`src/rtl/ssd_pkg.sv`:
```
// Shared constants and types for the seven-segment bus reader.
package ssd_pkg;

    typedef logic [3:0] bcd_t;

    localparam bcd_t BLANK = 4'hF;

    // Segment patterns, a..g on bits 6..0, active-high
    localparam logic [6:0] SEG_0 = 7'h7E;
    localparam logic [6:0] SEG_1 = 7'h30;
    localparam logic [6:0] SEG_2 = 7'h6D;
    localparam logic [6:0] SEG_3 = 7'h79;
    localparam logic [6:0] SEG_4 = 7'h33;
    localparam logic [6:0] SEG_5 = 7'h5B;
    localparam logic [6:0] SEG_6 = 7'h5F;
    localparam logic [6:0] SEG_7 = 7'h70;
    localparam logic [6:0] SEG_8 = 7'h7F;
    localparam logic [6:0] SEG_9 = 7'h7B;

endpackage

```
`src/rtl/ssd_pattern_decode.sv`:
```
// Combinational segment-pattern to BCD decoder; flags patterns that are not digits 0-9.
module ssd_pattern_decode
    import ssd_pkg::*;
(
    input  logic [6:0] i_seg,
    output logic       o_valid_c,
    output bcd_t       o_bcd_c
);

    always_comb begin
        o_valid_c = 1'b1;
        o_bcd_c   = BLANK;
        case (i_seg)
            SEG_0:   o_bcd_c = 4'd0;
            SEG_1:   o_bcd_c = 4'd1;
            SEG_2:   o_bcd_c = 4'd2;
            SEG_3:   o_bcd_c = 4'd3;
            SEG_4:   o_bcd_c = 4'd4;
            SEG_5:   o_bcd_c = 4'd5;
            SEG_6:   o_bcd_c = 4'd6;
            SEG_7:   o_bcd_c = 4'd7;
            SEG_8:   o_bcd_c = 4'd8;
            SEG_9:   o_bcd_c = 4'd9;
            default: o_valid_c = 1'b0;
        endcase
    end

endmodule

```
`src/rtl/ssd_reader.sv`:
```
// Recovers debounced BCD digits from a multiplexed seven-segment bus and hands
// changed frames on with valid/ready. Define ERR_CNT_EN to add the err_cnt output.
module ssd_reader
    import ssd_pkg::*;
#(
    parameter int unsigned NDIG   = 4,
    parameter int unsigned STABLE = 3
) (
    input  logic                clk,
    input  logic                rst_n,
    input  logic                sample_en,
    input  logic [6:0]          seg,
    input  logic [NDIG-1:0]     dig_sel,
    output logic [4*NDIG-1:0]   out_bcd,
    output logic                out_valid,
    input  logic                out_ready,
    output logic                pat_err
`ifdef ERR_CNT_EN
    ,
    output logic [15:0]         err_cnt
`endif
);

    localparam int unsigned CW = $clog2(STABLE + 1);
    localparam int unsigned IW = (NDIG > 1) ? $clog2(NDIG) : 1;

    bcd_t                r_cand [NDIG];
    logic [CW-1:0]       r_cnt  [NDIG];
    bcd_t                r_comm [NDIG];
    logic                r_dirty;
    logic [4*NDIG-1:0]   r_bcd;
    logic                r_valid;
    logic                r_pat_err;

    logic                w_dec_valid;
    bcd_t                w_dec_bcd;
    logic                w_sample;
    logic                w_wrap;
    logic [IW-1:0]       w_idx;
    bcd_t                w_cand_nxt;
    logic [CW-1:0]       w_cnt_nxt;
    logic                w_commit;
    logic                w_bad;
    logic [4*NDIG-1:0]   w_comm_flat;
    logic                w_dirty_eff;
    logic                w_load;
    logic                w_accept;

    ssd_pattern_decode u_decode (
        .i_seg     (seg),
        .o_valid_c (w_dec_valid),
        .o_bcd_c   (w_dec_bcd)
    );

    assign w_sample = sample_en && $onehot(dig_sel);
    assign w_wrap   = w_sample && dig_sel[NDIG-1];

    // One-hot select to digit index; only meaningful when w_sample is set
    always_comb begin
        w_idx = '0;
        for (int i = 0; i < NDIG; i++) begin
            if (dig_sel[i]) w_idx = IW'(i);
        end
    end

    // Debounce update for the selected digit
    always_comb begin
        w_cand_nxt = r_cand[w_idx];
        w_cnt_nxt  = r_cnt[w_idx];
        w_commit   = 1'b0;
        w_bad      = 1'b0;
        if (w_sample) begin
            if (!w_dec_valid) begin
                w_cnt_nxt = '0;
                w_bad     = 1'b1;
            end else if (w_dec_bcd == r_cand[w_idx]) begin
                if (r_cnt[w_idx] != CW'(STABLE)) w_cnt_nxt = r_cnt[w_idx] + CW'(1);
            end else begin
                w_cand_nxt = w_dec_bcd;
                w_cnt_nxt  = CW'(1);
            end
            w_commit = w_dec_valid && (w_cnt_nxt == CW'(STABLE))
                       && (w_cand_nxt != r_comm[w_idx]);
        end
    end

    // Committed digits as they will be after this cycle, so a wrap captures same-cycle commits
    always_comb begin
        w_comm_flat = '0;
        for (int i = 0; i < NDIG; i++) begin
            w_comm_flat[4*i +: 4] = (w_commit && (w_idx == IW'(i))) ? w_cand_nxt : r_comm[i];
        end
    end

    assign w_dirty_eff = r_dirty || w_commit;
    assign w_accept    = r_valid && out_ready;
    assign w_load      = w_wrap && w_dirty_eff && (!r_valid || out_ready);

    always_ff @(posedge clk or negedge rst_n) begin
        if (!rst_n) begin
            for (int i = 0; i < NDIG; i++) begin
                r_cand[i] <= '0;
                r_cnt[i]  <= '0;
                r_comm[i] <= BLANK;
            end
            r_dirty   <= 1'b0;
            r_bcd     <= '0;
            r_valid   <= 1'b0;
            r_pat_err <= 1'b0;
        end else begin
            r_pat_err <= w_bad;
            if (w_sample) begin
                r_cand[w_idx] <= w_cand_nxt;
                r_cnt[w_idx]  <= w_cnt_nxt;
                if (w_commit) r_comm[w_idx] <= w_cand_nxt;
            end
            if (w_load) begin
                r_bcd   <= w_comm_flat;
                r_valid <= 1'b1;
                r_dirty <= 1'b0;
            end else begin
                r_dirty <= w_dirty_eff;
                if (w_accept) r_valid <= 1'b0;
            end
        end
    end

    assign out_bcd   = r_bcd;
    assign out_valid = r_valid;
    assign pat_err   = r_pat_err;

`ifdef ERR_CNT_EN
    logic [15:0] r_err_cnt;

    // Error counter clears on frame acceptance, otherwise saturates
    always_ff @(posedge clk or negedge rst_n) begin
        if (!rst_n) begin
            r_err_cnt <= '0;
        end else if (w_accept) begin
            r_err_cnt <= '0;
        end else if (r_pat_err && (r_err_cnt != 16'hFFFF)) begin
            r_err_cnt <= r_err_cnt + 16'd1;
        end
    end

    assign err_cnt = r_err_cnt;
`endif

endmodule

```
`config.mk`:
```
export PLATFORM = sky130hd
export DESIGN_NAME = ssd_reader
export DESIGN_NICKNAME = d
export VERILOG_FILES = /design/src/rtl/ssd_pkg.sv /design/src/rtl/ssd_pattern_decode.sv /design/src/rtl/ssd_reader.sv
export SDC_FILE = /design/constraint.sdc
export NUM_CORES = 1
export LEC_CHECK = 0
export ABC_AREA = 1
export CAP_MARGIN = 20
export CORE_UTILIZATION = 50
export DETAILED_ROUTE_END_ITERATION = 12
export GPL_ROUTABILITY_DRIVEN = 0
export GPL_TIMING_DRIVEN = 0
export PLACE_DENSITY = 0.74
export SLEW_MARGIN = 20
export SYNTH_ARGS = -nofsm -noshare
export SYNTH_HDL_FRONTEND = slang
export SYNTH_SLANG_ARGS = --single-unit
```
`constraint.sdc`:
```
create_clock -name clk -period 1.81 [get_ports clk]
set_input_delay 0.4525 -clock clk [delete_from_list [all_inputs] [get_ports clk]]
set_output_delay 0.4525 -clock clk [all_outputs]
set_load 0.05 [all_outputs]
```
; ---- After elaboration in Yosys (flattened, before gate mapping)
; Cells that the tools add are included.
[word_totals]
ff_bits = 59
input_bits = 15
out_inout_bits = 18
wordCells = 100
[op_classes]
n_addsub = 4
order_cmp = 2
eq_ne = 18
muxes = 40
bitwise = 1
n_reduce_logical = 19
[ops]
columns = operator, count
row1 = 7-bit equality test (second input constant), 8
row2 = 4-bit 2-to-1 mux, 13
row3 = 4-bit case mux with 10 select lines, 1
row4 = 16-bit bitwise mux, 2
row5 = 2-bit 2-to-1 mux, 10
row6 = 4-bit binary-select mux with 2-bit select, 2
row7 = 7-bit by 6-bit equality test with 1-bit output (second input constant), 2
row8 = 1-bit logical AND, 12
row9 = 10-bit OR reduction, 1
row10 = 8-bit bitwise mux, 1
row11 = 4-bit demux with 2-bit select, 1
row12 = 1-bit 2-to-1 mux, 8
row13 = 2-bit equality test (second input constant), 3
row14 = 1-bit by 1-bit adder with 2-bit output, 2
row15 = 2-bit binary-select mux with 2-bit select, 1
row16 = 2-bit demux with 2-bit select, 1
row17 = 4-bit equality test, 1
row18 = 4-bit inequality test, 1
row19 = 2-bit by 2-bit adder with 3-bit output, 1
row20 = 3-bit by 1-bit equality test with 1-bit output (second input constant), 1
row21 = 3-bit >= comparator (second input constant), 1
row22 = 3-bit by 1-bit less-than comparator with 1-bit output (second input constant), 1
row23 = 2-bit NOT with 3-bit output, 1
row24 = 2-bit by 1-bit adder with 2-bit output (second input constant), 1
row25 = 7 further kinds, 8

; ---- Depth between registers and ports, before layout
[depth]
ltp_word = 20
mapped_depth = 21
depth_no_buf = 20

; ---- Modules after synthesis
; Synthesis repeated with hierarchy kept, for this count alone.
[hier_totals]
hier_cells = 458
area_unflattened_um2 = 3369.5
[modules_own_cells]
columns = module, instances, cells_per_inst, area_per_inst_um2, seq_area_each_um2
row1 = ssd_reader, 1, 407, 3116.7, 1496.4
row2 = ssd_pattern_decode, 1, 51, 252.7, 0.0

; ---- Worst setup path before layout
; OpenSTA, ideal clock, no wires.
[synth_timing]
kind = input-to-reg
from = in dig_sel[0]
to = reg r_bcd[10], in the netlist out_bcd[10]
setup_ns = 0.118
t_arrival_ns = 3.040
required_ns = 1.692
setup_slack_ns = -1.348
path_stages = 17
n_path_buf = 1
cell_sequence = inv_1 fa_1 inv_1 ha_1 ha_1 nor2_1 and3_1 clkinv_1 nor2_1 nand2_1 nor3_4 nand3_2 nand2_2 nand3b_2 buf_2 nand2_1 nand2_1
[synth_between]
elab_chain_cells = 8
elab_cells_between_ends = 12
classes_between = 2 x add/sub / 1 x eq/ne / 3 x mux / 6 x reduce/logical
[synth_rtl]
columns = element, line_no
row1 = "start, declared", ssd_reader.sv:13  ; input logic [NDIG-1:0] dig_sel,
row2 = 1-bit by 1-bit adder with 2-bit output (not written as such) (*), ssd_reader.sv:55  ; assign w_sample = sample_en && $onehot(dig_sel);
row3 = 2-bit by 2-bit adder with 3-bit output (not written as such) (*), ssd_reader.sv:55
row4 = 3-bit by 1-bit equality test with 1-bit output (*), ssd_reader.sv:55
row5 = 1-bit logical AND (*), ssd_reader.sv:55
row6 = 1-bit 2-to-1 mux, ssd_reader.sv:72  ; if (w_sample) begin
row7 = 1-bit logical OR, ssd_reader.sv:95  ; assign w_dirty_eff = r_dirty || w_commit;
row8 = 1-bit logical AND (2 in a row), ssd_reader.sv:97  ; assign w_load = w_wrap && w_dirty_eff && (!r_valid || out_ready);
row9 = "end signal, assigned", ssd_reader.sv:118  ; r_bcd <= w_comm_flat;
row10 = "end, declared", ssd_reader.sv:31  ; logic [4*NDIG-1:0] r_bcd;
; Every way passes the cells marked *; elsewhere a longest branch is shown, timed or not.
; A chain may end at the register's enable or synchronous reset.

; ---- Worst setup path after layout
[layout_timing]
from = in dig_sel[0]
to = reg r_bcd[13], in the netlist out_bcd[13]
; The elaborated chain is that of the path after synthesis.

==> impl_metrics.toml <==
[status]
status = "finished, violations left"
violations = "setup timing"

[worst_hold_path]
hold_class = "in -> async"

[drt]
totalWireLength_mm = 9.40
num_vias = 3269
dr.first_iter.drc_count = 195
drtPass1Iterations = 4
drc = 0
drt-wirelength-per-cell_um = 15.3
via_per_inst = 5.32
drtAntennaViolNets = 0

[setup_path]
r2r-end = "out_bcd[15]"
cp-end-kind = "flip-flop"
worstReg2RegStart = "r_cand[1]"
crit_top_cell = "buf_6"
path_buf_inv = 9
worst_r2r_path_depth = 17
critPathTopFamily = "adder cells"
critPathLaunchType = "input port"
crit_cells = 19
crit_type = "in -> reg"
setup.worst_path.start = "dig_sel[0]"
cp_slowest_cell = "fa_1"
cp-endpoint = "out_bcd[13]"
r2r_slack_ns = -0.49
worstPathRequired_ns = 2.10
slowest_delay_ns = 0.52
cp_max_fo = 6
path_cells = "buf_8, inv_8, fa_1, inv_1, ha_2, ha_4, nor2_2, and3_4, clkinv_4, buf_4, buf_6, buf_6, nor2_4, buf_12, nand2_4, nor2_8, buf_6, nand2_1, nand2_1"
critPathArrivalTime_ns = 2.94

[clocking]
clkSinkCount = 59
clk_pin_slew_ns = 0.07
cts.path.max_buffers = 2
cts_buffers = 9
root_buffer = "clkbuf_8"
cts_tree = "yes"
clock_latency_ns = 0.35
cts_max_level = 3

[cells_and_area]
nNetsFinal = 551
final_area_mm2 = 0.00478
antenna_cells = 0
final_common_cell = "nand2_1"
final_cell_mix = "nand2_1 (116), nand2_2 (52), inv_1 (44)"
fillers = 450
syn2layout_area_growth_pct = 46.4
drive_gt1_share_pct = 38.3

[synthesis]
syn_avg_cell_area_um2 = 7.22
syn_inst = 452
yosysSeqAreaShare_pct = 45.8
synth-seq-cells = 59
synth_top_area_share_pct = 33.0
synth_nets = 470
yosysUniqueCellTypes = 35
synthTopCellsByArea = "dfrtp_1 (33%), nand2_1 (20%), dfstp_2 (13%)"
synth_top_area_cell = "dfrtp_1"
yosysWarningCount = 0
syn_area_mm2 = 0.00327

[timing]
rsz0062_at_grt = "true"
slew_headroom_pct = 54.3
fin_ws_ns = -0.836
finalSetupViolCount = 59
maxSlewViolCount = 0
fmax_ghz = 0.378
finalCritPeriodShare_pct = 146
min_period_ns = 2.65
finalSetupTns_ns = -41.27
finClkSkew_ns = 0.00918
whs_ns = 0.449
tightest_slew_ns = 0.686
hold_viol = 0

[global_route]
grt_max_degree = 56
overflow = 0
antenna_found_initial = 0
grt_pass1_wl_mm = 14.3
grt_usage_pct = 26.3
first_global_vias = 3157

[job]
drv_cap = 0

[place]
portBuffers = 32
dpl.hpwl_mm = 5.77
dp_slack_ns = -2.10
placed_area_mm2 = 0.00380

[pwr]
leakagePower_nw = 2.47
powerDensity_mw_per_mm2 = 867
irDropWorstVdd_uv = 647

[floorplan]
dieArea_mm2 = 0.00686
die_h_um = 82.8
core-area_mm2 = 0.00631
ios = 33
die_w_um = 82.8
rows = 29
start_util_pct = 51.7
[cell families after synthesis]
| logic type | Yosys count | synth area share (%) |
|---|---|---|
| flip-flops | 59 | 45.8 |
| buffers and inverters | 65 | 8.20 |
| AND/OR/NAND/NOR | 276 | 36.6 |
| AO/OA/AOI/OAI | 49 | 8.05 |
| adder cells (fa/ha/maj) | 3 | 1.38 |
[through the flow]
step                      util (%)  total power [W]  instances
final                         75.7          0.00414        615
after global placement        59.8          0.00254        561
after CTS                     68.7          0.00397        598
after detailed placement      60.2          0.00258        562
after global routing          75.7          0.00433        615
after floorplan                  -          0.00230        452
[layout make-up]
class / instances / area (um2) / area share, %
multi-input cells: 328 / 1930 / 40.5
repair buffers: 70 / 712 / 14.9
well taps: 77 / 96.3 / 2.01
inverters: 58 / 258 / 5.39
plain buffers: 7 / 72.6 / 1.52
clock buffers: 12 / 165 / 3.45
clock inverters: 4 / 47.5 / 0.994
flip-flops and latches: 59 / 1500 / 31.3
[synthesized netlist by cell type (all sizes together)]
library cell / n
a31oi: 1
buf: 6
nand4: 1
dfstp: 16
inv: 57
clkbuf: 1
nand3: 36
a22o: 2
dfrtp: 43
o21ai: 34
ha: 2
nand3b: 2
o22ai: 2
o31ai: 1
fa: 1
nand2: 180
nor2: 51
nor3: 5
a21oi: 9
and3: 1
clkinv: 1
[registers in the layout, indices dropped and copies added (netlist names)]
register,count
r_cand,16
r_comm,16
out_bcd,16
r_dirty,1
r_cnt,8
out_valid,1
pat_err,1
[metal layers]
metal | part of all wire [%] | wire (um) | track usage (%)
met5 | 0 | 0 | 0
met2 | 51 | 4790 | 44.0
met1 | 41 | 3900 | 31.8
met3 | 4.2 | 391 | 4.87
met4 | 3.4 | 318 | 15.2
[repair_timing]
action	in CTS	in global routing
cloned	2	0
setup endpoints to repair	77	59
gates resized for setup	113	94
endpoints found under the hold margin	4	0
pin swaps	18	35
hold buffers	1	0
buffers inserted	17	18
[worst min-delay path by stage]
stage               start          to  slack (ns)  depth (start not counted)
2_1_floorplan       rst_n  out_bcd[0]        0.16                          0
3_3_place_gp   out_bcd[4]  out_bcd[4]        0.46                          2
3_5_place_dp        rst_n   r_cand[5]        0.27                          1
4_1_cts             rst_n   r_cand[5]        0.44                          2
5_1_grt             rst_n   r_cand[5]        0.45                          2
6_report            rst_n   r_cand[6]        0.45                          2
[power breakdown]
part           switching [W]  total (W)  internal [W]
clock               0.000544    0.00129      0.000743
sequential          0.000114    0.00166       0.00155
combinational       0.000762    0.00119      0.000432
total                0.00142    0.00414       0.00272
No activity file was read; power rests on OpenSTA's default activity.
